### config.mk
export PLATFORM = sky130hd
export DESIGN_NAME = conv_loop_sequencer_flat
export DESIGN_NICKNAME = d
export VERILOG_FILES = /design/src/rtl/conv_loop_sequencer_pkg.sv /design/src/rtl/conv_loop_sequencer_if.sv /design/src/rtl/conv_loop_sequencer_tap_counter.sv /design/src/rtl/conv_loop_sequencer.sv /design/src/flat_wrapper.sv
export SDC_FILE = /design/constraint.sdc
export NUM_CORES = 1
export LEC_CHECK = 0
export CORE_ASPECT_RATIO = 0.7
export CORE_MARGIN = 2
export CORE_UTILIZATION = 39
export CTS_BUF_LIST = sky130_fd_sc_hd__clkbuf_2
export CTS_CLUSTER_SIZE = 8
export DETAILED_ROUTE_END_ITERATION = 8
export PLACE_DENSITY = 0.62
export SYNTH_ARGS = -nofsm -noshare
export SYNTH_HDL_FRONTEND = slang
export SYNTH_SLANG_ARGS = --single-unit
export TNS_END_PERCENT = 1
### constraint.sdc
create_clock -name clock -period 3.4 [get_ports clock]
set_clock_uncertainty 0.1 [all_clocks]
set_input_delay 0.85 -clock clock [delete_from_list [all_inputs] [get_ports clock]]
set_output_delay 0.85 -clock clock [all_outputs]
set_load 0.01 [all_outputs]
### src/rtl/conv_loop_sequencer_pkg.sv
// rtl/conv_loop_sequencer_pkg.sv - shared types and constants for the convolution loop sequencer
package conv_pkg;

    typedef enum logic [1:0] {
        IDLE  = 2'd0,
        RUN   = 2'd1,
        DRAIN = 2'd2,
        DONE  = 2'd3
    } conv_state_e;

    localparam int CONV_ADDR_W = 8;

    // Number of taps in one full convolution: every output pixel visits every kernel tap.
    function automatic int tap_count(input int out_size, input int k);
        return out_size * out_size * k * k;
    endfunction

endpackage

### src/rtl/conv_loop_sequencer_if.sv
// rtl/conv_loop_sequencer_if.sv - control/BRAM/output-buffer bundle of the convolution loop sequencer
//
// master: the sequencer (drives busy/done, BRAM addresses and enables, MAC control, output strobes)
// slave : the surrounding datapath (drives start and stall)
// pad_zero exists only when CONV_SEQ_ZERO_PAD_EN is defined.
interface conv_loop_sequencer_if
    import conv_pkg::*;
#(
    parameter int ADDR_W = CONV_ADDR_W
);
    logic              start;
    logic              stall;
    logic              busy;
    logic              done;
    logic [ADDR_W-1:0] ifm_addr;
    logic [ADDR_W-1:0] weight_addr;
    logic              input_ena;
    logic              weight_ena;
    logic              mac_en;
    logic              acc_clr;
    logic [ADDR_W-1:0] out_addr;
    logic              out_wea;
`ifdef CONV_SEQ_ZERO_PAD_EN
    logic              pad_zero;
`endif

    modport master (
        input  start,
        input  stall,
`ifdef CONV_SEQ_ZERO_PAD_EN
        output pad_zero,
`endif
        output busy,
        output done,
        output ifm_addr,
        output weight_addr,
        output input_ena,
        output weight_ena,
        output mac_en,
        output acc_clr,
        output out_addr,
        output out_wea
    );

    modport slave (
        output start,
        output stall,
`ifdef CONV_SEQ_ZERO_PAD_EN
        input  pad_zero,
`endif
        input  busy,
        input  done,
        input  ifm_addr,
        input  weight_addr,
        input  input_ena,
        input  weight_ena,
        input  mac_en,
        input  acc_clr,
        input  out_addr,
        input  out_wea
    );

endinterface

### src/rtl/conv_loop_sequencer_tap_counter.sv
// rtl/conv_loop_sequencer_tap_counter.sv - cascaded j/i/c/r loop counters for the convolution sequencer
//
// Ports:
//   clock, reset          rising-edge clock, asynchronous active-high reset
//   advance               step to the next tap this cycle
//   freeze                hold all counters (overrides advance)
//   r, c, i, j            current output row/col and kernel row/col
//   first_kernel_tap      i==0 && j==0
//   last_kernel_tap       i==K-1 && j==K-1
//   last_tap              last kernel tap of the last output pixel
module conv_tap_counter #(
    parameter int OUT_SIZE = 2,
    parameter int K        = 3,
    parameter int CNT_W    = 8
) (
    input  logic             clock,
    input  logic             reset,
    input  logic             advance,
    input  logic             freeze,
    output logic [CNT_W-1:0] r,
    output logic [CNT_W-1:0] c,
    output logic [CNT_W-1:0] i,
    output logic [CNT_W-1:0] j,
    output logic             first_kernel_tap,
    output logic             last_kernel_tap,
    output logic             last_tap
);

    logic step;
    logic j_last, i_last, c_last, r_last;

    assign step   = advance & ~freeze;
    assign j_last = (j == CNT_W'(K - 1));
    assign i_last = (i == CNT_W'(K - 1));
    assign c_last = (c == CNT_W'(OUT_SIZE - 1));
    assign r_last = (r == CNT_W'(OUT_SIZE - 1));

    assign first_kernel_tap = (i == '0) && (j == '0);
    assign last_kernel_tap  = i_last && j_last;
    assign last_tap         = last_kernel_tap && c_last && r_last;

    // Stepping past the final tap wraps everything back to zero, so the
    // sequencer is already positioned on tap 0 for the next start.
    always_ff @(posedge clock or posedge reset) begin
        if (reset) begin
            r <= '0;
            c <= '0;
            i <= '0;
            j <= '0;
        end else if (step) begin
            if (!j_last) begin
                j <= j + CNT_W'(1);
            end else begin
                j <= '0;
                if (!i_last) begin
                    i <= i + CNT_W'(1);
                end else begin
                    i <= '0;
                    if (!c_last) begin
                        c <= c + CNT_W'(1);
                    end else begin
                        c <= '0;
                        r <= r_last ? '0 : r + CNT_W'(1);
                    end
                end
            end
        end
    end

endmodule

### src/rtl/conv_loop_sequencer.sv
// rtl/conv_loop_sequencer.sv - sequences one single-channel k x k convolution over a BRAM feature map
//
// Ports:
//   clock, reset     rising-edge clock, asynchronous active-high reset
//   bus (master)     start/stall in; busy/done, ifm/weight BRAM addresses and enables,
//                    mac_en/acc_clr MAC control, out_addr/out_wea output-buffer strobes
// Optional feature: define CONV_SEQ_ZERO_PAD_EN to honour 'padding' and add bus.pad_zero.
//
// Pipeline: the tap stage (counters + enables) is followed by one BRAM read stage
// (mac_en/acc_clr) and one output-write stage (out_wea/out_addr). stall freezes all of it.
module conv_loop_sequencer
    import conv_pkg::*;
#(
    parameter int in_size  = 4,
    parameter int out_size = 2,
    parameter int k        = 3,
    parameter int stride   = 1,
    parameter int padding  = 0,
    parameter int ADDR_W   = CONV_ADDR_W
) (
    input  logic                  clock,
    input  logic                  reset,
    conv_loop_sequencer_if.master bus
);

`ifdef CONV_SEQ_ZERO_PAD_EN
    localparam int PAD_EFF = padding;
`else
    // Without zero-pad support the border width has no meaning.
    localparam int PAD_EFF = 0 * padding;
`endif

    conv_state_e state, state_n;

    logic [ADDR_W-1:0] r, c, i, j;
    logic              first_kernel_tap, last_kernel_tap, last_tap;
    logic              issue;
    logic              stall;

    int                y_c, x_c;
    logic [ADDR_W-1:0] ifm_addr_c, weight_addr_c, pix_addr_c;

    // Read stage (one cycle behind the tap stage)
    logic              mac_q, clr_q, last_q;
    logic [ADDR_W-1:0] pix_q;
    // Write stage
    logic              wea_q;
    logic [ADDR_W-1:0] out_addr_q;

`ifdef CONV_SEQ_ZERO_PAD_EN
    logic              pad_c;
    logic              pad_q;
`endif

    assign stall = bus.stall;
    assign issue = (state == RUN);

    conv_tap_counter #(
        .OUT_SIZE (out_size),
        .K        (k),
        .CNT_W    (ADDR_W)
    ) u_tap_counter (
        .clock            (clock),
        .reset            (reset),
        .advance          (issue),
        .freeze           (stall),
        .r                (r),
        .c                (c),
        .i                (i),
        .j                (j),
        .first_kernel_tap (first_kernel_tap),
        .last_kernel_tap  (last_kernel_tap),
        .last_tap         (last_tap)
    );

    // Address arithmetic on the current tap; signed so padded coordinates can go negative.
    always_comb begin
        y_c           = int'(r) * stride + int'(i) - PAD_EFF;
        x_c           = int'(c) * stride + int'(j) - PAD_EFF;
        ifm_addr_c    = ADDR_W'(y_c * in_size + x_c);
        weight_addr_c = ADDR_W'(int'(i) * k + int'(j));
        pix_addr_c    = ADDR_W'(int'(r) * out_size + int'(c));
`ifdef CONV_SEQ_ZERO_PAD_EN
        pad_c = (y_c < 0) || (y_c >= in_size) || (x_c < 0) || (x_c >= in_size);
        if (pad_c) begin
            ifm_addr_c = '0;
        end
`endif
    end

    always_ff @(posedge clock or posedge reset) begin
        if (reset) begin
            state <= IDLE;
        end else begin
            state <= state_n;
        end
    end

    always_comb begin
        state_n = state;
        case (state)
            IDLE:    if (bus.start) state_n = RUN;
            RUN:     if (!stall && last_tap) state_n = DRAIN;
            // Done once the final pixel's write is out and nothing is left in the read stage.
            DRAIN:   if (!stall && wea_q && !mac_q) state_n = DONE;
            DONE:    state_n = IDLE;
            default: state_n = IDLE;
        endcase
    end

    always_ff @(posedge clock or posedge reset) begin
        if (reset) begin
            mac_q      <= 1'b0;
            clr_q      <= 1'b0;
            last_q     <= 1'b0;
            pix_q      <= '0;
            wea_q      <= 1'b0;
            out_addr_q <= '0;
`ifdef CONV_SEQ_ZERO_PAD_EN
            pad_q      <= 1'b0;
`endif
        end else if (!stall) begin
            mac_q  <= issue;
            clr_q  <= issue & first_kernel_tap;
            last_q <= issue & last_kernel_tap;
            pix_q  <= pix_addr_c;
            wea_q  <= mac_q & last_q;
            if (mac_q && last_q) begin
                out_addr_q <= pix_q;
            end
`ifdef CONV_SEQ_ZERO_PAD_EN
            pad_q  <= issue & pad_c;
`endif
        end
    end

    assign bus.busy        = (state == RUN) || (state == DRAIN);
    assign bus.done        = (state == DONE);
    assign bus.ifm_addr    = ifm_addr_c;
    assign bus.weight_addr = weight_addr_c;
    assign bus.weight_ena  = issue & ~stall;
`ifdef CONV_SEQ_ZERO_PAD_EN
    assign bus.input_ena   = issue & ~stall & ~pad_c;
    assign bus.pad_zero    = pad_q & ~stall;
`else
    assign bus.input_ena   = issue & ~stall;
`endif
    assign bus.mac_en      = mac_q & ~stall;
    assign bus.acc_clr     = clr_q & ~stall;
    assign bus.out_wea     = wea_q & ~stall;
    assign bus.out_addr    = out_addr_q;

endmodule

### src/flat_wrapper.sv
// flat-port wrapper written by rule: the top's interface ports become plain ports
module conv_loop_sequencer_flat import conv_pkg::*;
#(
    parameter int in_size  = 4,
    parameter int out_size = 2,
    parameter int k        = 3,
    parameter int stride   = 1,
    parameter int padding  = 0,
    parameter int ADDR_W   = CONV_ADDR_W
)
  (clock, reset, bus_start, bus_stall, bus_busy, bus_done, bus_ifm_addr, bus_weight_addr, bus_input_ena, bus_weight_ena, bus_mac_en, bus_acc_clr, bus_out_addr, bus_out_wea);
  conv_loop_sequencer_if #(.ADDR_W(ADDR_W)) bus_i ();
  input  logic clock;
  input  logic reset;
  input wire logic [$bits(bus_i.start)-1:0] bus_start;
  input wire logic [$bits(bus_i.stall)-1:0] bus_stall;
  output wire logic [$bits(bus_i.busy)-1:0] bus_busy;
  output wire logic [$bits(bus_i.done)-1:0] bus_done;
  output wire logic [$bits(bus_i.ifm_addr)-1:0] bus_ifm_addr;
  output wire logic [$bits(bus_i.weight_addr)-1:0] bus_weight_addr;
  output wire logic [$bits(bus_i.input_ena)-1:0] bus_input_ena;
  output wire logic [$bits(bus_i.weight_ena)-1:0] bus_weight_ena;
  output wire logic [$bits(bus_i.mac_en)-1:0] bus_mac_en;
  output wire logic [$bits(bus_i.acc_clr)-1:0] bus_acc_clr;
  output wire logic [$bits(bus_i.out_addr)-1:0] bus_out_addr;
  output wire logic [$bits(bus_i.out_wea)-1:0] bus_out_wea;
  assign bus_i.start = bus_start;
  assign bus_i.stall = bus_stall;
  assign bus_busy = bus_i.busy;
  assign bus_done = bus_i.done;
  assign bus_ifm_addr = bus_i.ifm_addr;
  assign bus_weight_addr = bus_i.weight_addr;
  assign bus_input_ena = bus_i.input_ena;
  assign bus_weight_ena = bus_i.weight_ena;
  assign bus_mac_en = bus_i.mac_en;
  assign bus_acc_clr = bus_i.acc_clr;
  assign bus_out_addr = bus_i.out_addr;
  assign bus_out_wea = bus_i.out_wea;
  conv_loop_sequencer #(.in_size(in_size), .out_size(out_size), .k(k), .stride(stride), .padding(padding), .ADDR_W(ADDR_W)) u_core (.clock(clock), .reset(reset), .bus(bus_i));
endmodule
---- Yosys cells after proc, flatten, opt, wreduce, memory -nomap -nowiden ----
Cells that the tools add are included.
cells by class
  $add $sub $neg .......................... 9
  multiply operators ...................... 1
  equal/unequal tests ..................... 10
  muxes and demuxes ....................... 8
  bitwise gates (word level) .............. 8
  reduce and logical (&&, ||, !) cells .... 19
operators by type and width
  kind                                              count
  adder 8 x 1 -> 8 bit, second input constant       4
  adder 8 bit                                       4
  two-way mux 8 bit                                 4
  == test 8 x 1 -> 1 bit, second input constant     2
  == test 8 x 2 -> 1 bit, second input constant     2
  zero test 8 bit                                   2
  logical AND 1 bit                                 8
  multiplier 8 x 2 -> 8 bit, second input constant  1
  one-hot mux 2 bit (4 select lines)                1
  AND 1 bit                                         7
  adder 6 bit                                       1
  two-way mux 2 bit                                 3
  AND reduction 3 bit                               2
  == test 2 bit, second input constant              2
  != test 2 bit, second input constant              2
  AND reduction 2 bit                               2
  AND reduction 4 bit                               1
  == test 2 x 1 -> 1 bit, second input constant     1
  zero test 1 bit                                   2
  zero test 2 bit                                   1
  != test 2 x 1 -> 1 bit, second input constant     1
  logical OR 1 bit                                  1
  inverter 1 bit                                    1
word-level totals
  flip-flop bits (word level) ............. 54
  input bits .............................. 4
  word-level logic and storage cells ...... 66

---- Longest topological paths before layout ----
  word-level depth ........................ 7
  mapped depth ............................ 13
  mapped depth without buffers ............ 13

---- Modules after synthesis ----
From an unflattened synthesis, not the netlist that was laid out.
unflattened totals
  cells, all modules ...................... 365
  area, all modules ....................... 3856.2 um^2
by module, submodules not included
  module               times used  cells an instance  area each (um^2)  seq. area each (um^2)
  conv_loop_sequencer  1           195                2065.7            550.5
  conv_tap_counter     1           170                1790.5            800.8

---- Least setup slack after synthesis ----
OpenSTA, ideal clock, no wires.
  path type ............................... flip-flop to output port
  start ................................... register u_core.u_tap_counter.i[0]
  end ..................................... output bus_ifm_addr[7]
  arrival time ............................ 2.790 ns
  data required time ...................... 2.450 ns
  setup slack ............................. -0.340 ns
  cell stages (with the launch flop) ...... 11
  cells stage by stage .................... dfrtp_1 -> ha_1 -> fa_1 -> xor2_1 -> fa_1 -> ha_1 -> o21ai_0 -> o21bai_1 -> a21oi_1 -> xnor2_1 -> xnor2_1
on the way
  longest elaborated chain between the ends .. 2
RTL lines
  element                 RTL line                               source
  start, declared         conv_loop_sequencer_tap_counter.sv:22  output logic [CNT_W-1:0] i,
  start signal, assigned  conv_loop_sequencer_tap_counter.sv:56  i <= i + CNT_W'(1);
  adder 6 bit             conv_loop_sequencer.sv:78              y_c = int'(r) * stride + int'(i) - PAD_EFF;
  adder 8 bit             conv_loop_sequencer.sv:80              ifm_addr_c = ADDR_W'(y_c * in_size + x_c);
  end, declared           flat_wrapper.sv:19                     output wire logic [$bits(bus_i.ifm_addr)-1:0] bus_ifm_addr;
No other way between the ends.

---- Worst setup path after layout ----
Same ends and word-level chain as after synthesis.

==> metrics.txt <==
PortBufs=34; CTS tree=built; Synth top area share=0.351; clk buf depth=2; crit path kind=register to primary output; EDFF count, synth=0; failing checks=setup timing; share of cells above drive strength 1=0.264; DIE HEIGHT=about 87 µm; Design Power=2.94 mW; Synth Flop Type=dfrtp_1; H-tree levels=2; initial antenna violation count=0; worst-case reg-to-reg path depth=8; Detailed Routing Iterations Pass 1=4; Cell Area, Synth=0.00385 mm²; reg-to-reg startpoint=u_core.u_tap_counter.r[1]$_DFFE_PP0P_; mean post-synth cell area=10.5 µm²; row count=30; sequential-to-total area share from yosys stat=0.351; worst min-delay path class=register to register; number of global-route vias before repair=2878; fin crit share=1.26; Post-DRT Antenna Nets=0; clock-pin slew on the worst setup and hold paths=roughly 0.32 ns; Via density=4.98; unrepaired setup endpoints after global routing=yes; M3 GR Usage=0.0373; worst setup margin=-0.880 ns; Worst-Skew Late Latency=about 0.48 ns; synth unique cells=51; Syn Inst Count=366; met1 Usage GRT=0.288; max-slew violations=0; all-layer global routing usage=0.182; Area Growth Syn to Fin=26.6%; met2 usage=0.253; CP startpoint=u_core.u_tap_counter.i[0]$_DFFE_PP0P_; max_slew headroom=0.540; Post-DP HPWL=7110 µm; final net count=517; CP endpoint kind=primary output; Hold Fails Final Rpt=0; pwr/cell area=between 600 and 700 mW/mm²; grt total ovfl=0; Worst Tran Pin Value=0.690 ns; Hold Path Depth=1; r2r endpoint=u_core.state[1]$_DFFE_PP0P_; top cells by area, synth=dfrtp_1, ha_1, fa_1, xnor2_1, mux2_2; Async SR Flop Fraction=1.00; Die Wd=123 µm; vias=slightly below 3000; post-synthesis register bit count=54; worst setup path endpoint=bus_ifm_addr[7]; area leader, netlist=dfrtp_1; Finished Layout Cells=approximately 580; setup violators final=11; root buffer cell=clkbuf_2; Max IR drop VDD=747 µV; drc violations=0; YS warnings=0; placed cell count=570; total wire length=8830 µm; Ant. Diodes=0; WL/cell=15.2 µm; Critical Path AT=between 3 and 4 ns; utilization after layout=0.505; maximum clock frequency=~230 MHz; Setup TNS=-5.21 ns; reg-to-reg slack, setup=0.56 ns; Ports=35; pin count of the biggest net entering global routing=30; DRT iter0 DRCs=around 180; effective utilization at floorplan=0.399; GR peak layer=met1; critical path peak fanout=2; Worst setup SP type=register; CTS Sinks=54; P_leak=roughly 2.3 nW; Worst EP required=2.45 ns; hold buffer count at cts=0; Tmin final=4.28 ns; DIE AREA=0.0107 mm²; Core ar.=0.00965 mm²; global placement routability congestion=between 0.8 and 0.9; Num CTS Buffers=5; outcome=complete, but fails checks; Post-Syn Nets=433; max cap viols=0; first-pass GRT wire length=roughly 15000 µm
synthesized netlist by cell type (2+ instances only):
cell type and instances:
dfrtp_1 54, nor4_4 2, or3_1 2, nand3_1 10, and3_2 2, nor2_1 19, nand2_1 28, inv_1 28
a211oi_1 2, o31ai_1 5, o21a_1 3, o21ai_1 3, xor2_1 10, o21ai_0 13, o21bai_1 3, nor2b_1 8
a31oi_1 3, ha_1 48, nand4_1 8, nor3_1 3, xnor2_1 30, a21o_1 7, mux2_2 10, fa_1 15
a21oi_1 13, clkbuf_1 6, and3_1 7
layer usage:
metal | share of wire | wire length [µm] | up-vias
met5 | 0 | 0 | -
met4 | 0.0065 | 57 | 0
met3 | 0.040 | 353 | 5
met2 | 0.41 | 3580 | 55
met1 | 0.55 | 4840 | 1381
li1 | - | - | 1441
sequential cells by signal, summed over array words and instances (netlist names):
| signal | flops |
|---|---|
| u_core.bus.out_addr | 8 |
| u_core.clr_q | 1 |
| u_core.last_q | 1 |
| u_core.mac_q | 1 |
| u_core.pix_q | 8 |
| u_core.state | 2 |
| u_core.u_tap_counter.c | 8 |
| u_core.u_tap_counter.i | 8 |
| u_core.u_tap_counter.j | 8 |
| u_core.u_tap_counter.r | 8 |
| u_core.wea_q | 1 |
cell families after synthesis:
kind of cell,Yosys count,share of synthesized area
simple gates,101,0.151
fa+ha+maj,63,0.234
compound gates,61,0.102
flops,54,0.351
xor+xnor,40,0.0911
buf+inv,35,0.0351
mux,12,0.0348
cell usage in the layout (no fill, tap or decap), drive strengths merged, types with 6 or more instances in the layout:
master	netlist	layout
nand4	9	9
clkdlybuf4s50	0	21
xor2	10	10
buf	1	58
a21oi	13	13
mux2	11	11
dfrtp	54	54
ha	48	48
inv	28	29
and3	10	10
a21o	7	7
nor2	19	19
fa	15	15
clkbuf	6	6
nor2b	8	8
nand3	10	10
xnor2	30	30
nand2	28	28
o21ai	16	16
critical path, stage by stage (launching register included):
cell and delay, ns:
dfrtp_2 0.51, ha_4 0.18, fa_2 0.45, fa_1 0.61
ha_4 0.22, a211oi_2 0.22, o21bai_1 0.11, a21oi_2 0.14
xnor2_1 0.14, xnor2_1 0.14, buf_2 0.15
how the worst min path moves through the flow:
| stage | from | endpoint | slack [ns] |
|---|---|---|---|
| after floorplan | u_core.u_tap_counter.r[7]$_DFFE_PP0P_ | u_core.u_tap_counter.r[7]$_DFFE_PP0P_ | 0.33 |
| after global placement | u_core.last_q$_DFFE_PP0N_ | u_core.last_q$_DFFE_PP0N_ | 0.36 |
| after detailed placement | u_core.u_tap_counter.r[7]$_DFFE_PP0P_ | u_core.u_tap_counter.r[7]$_DFFE_PP0P_ | 0.36 |
| after CTS | u_core.u_tap_counter.r[7]$_DFFE_PP0P_ | u_core.u_tap_counter.r[7]$_DFFE_PP0P_ | 0.39 |
| after global routing | u_core.u_tap_counter.r[7]$_DFFE_PP0P_ | u_core.u_tap_counter.r[7]$_DFFE_PP0P_ | 0.43 |
| final | u_core.u_tap_counter.r[7]$_DFFE_PP0P_ | u_core.u_tap_counter.r[7]$_DFFE_PP0P_ | 0.39 |
power breakdown:
group          internal, mW  switching, mW  total, mW
combinational         0.997          0.906       1.90
sequential            0.690         0.0563      0.747
clock                0.0600          0.234      0.294
metrics by stage:
stage | setup WS (ns) | instance area, µm² | hold slack [ns]
2_1_floorplan | -0.164 | 3930 | 0.335
3_3_place_gp | -0.679 | 4780 | 0.363
3_5_place_dp | -0.745 | 4780 | 0.360
4_1_cts | -0.900 | 4840 | 0.392
5_1_grt | -1.02 | 4870 | 0.433
6_report | -0.880 | 4870 | 0.386
timing repair:
action,CTS,global route
endpoints found under the hold margin,0,0
cloned,0,0
pin swaps,11,3
setup endpoints to repair,13,12
gates resized for setup,48,13
setup buffers,0,1
cell type report:
cell class / count / area, µm²
Tap cell: 128 / 160
Clock buffer: 5 / 25.0
Inverter: 28 / 105
Clock inverter: 3 / 28.8
Sequential cell: 54 / 1360
Fill cell: 878 / 4780
Timing Repair Buffer: 84 / 691
Multi-Input combinational cell: 277 / 2500
(Power assumes the default switching activity.)
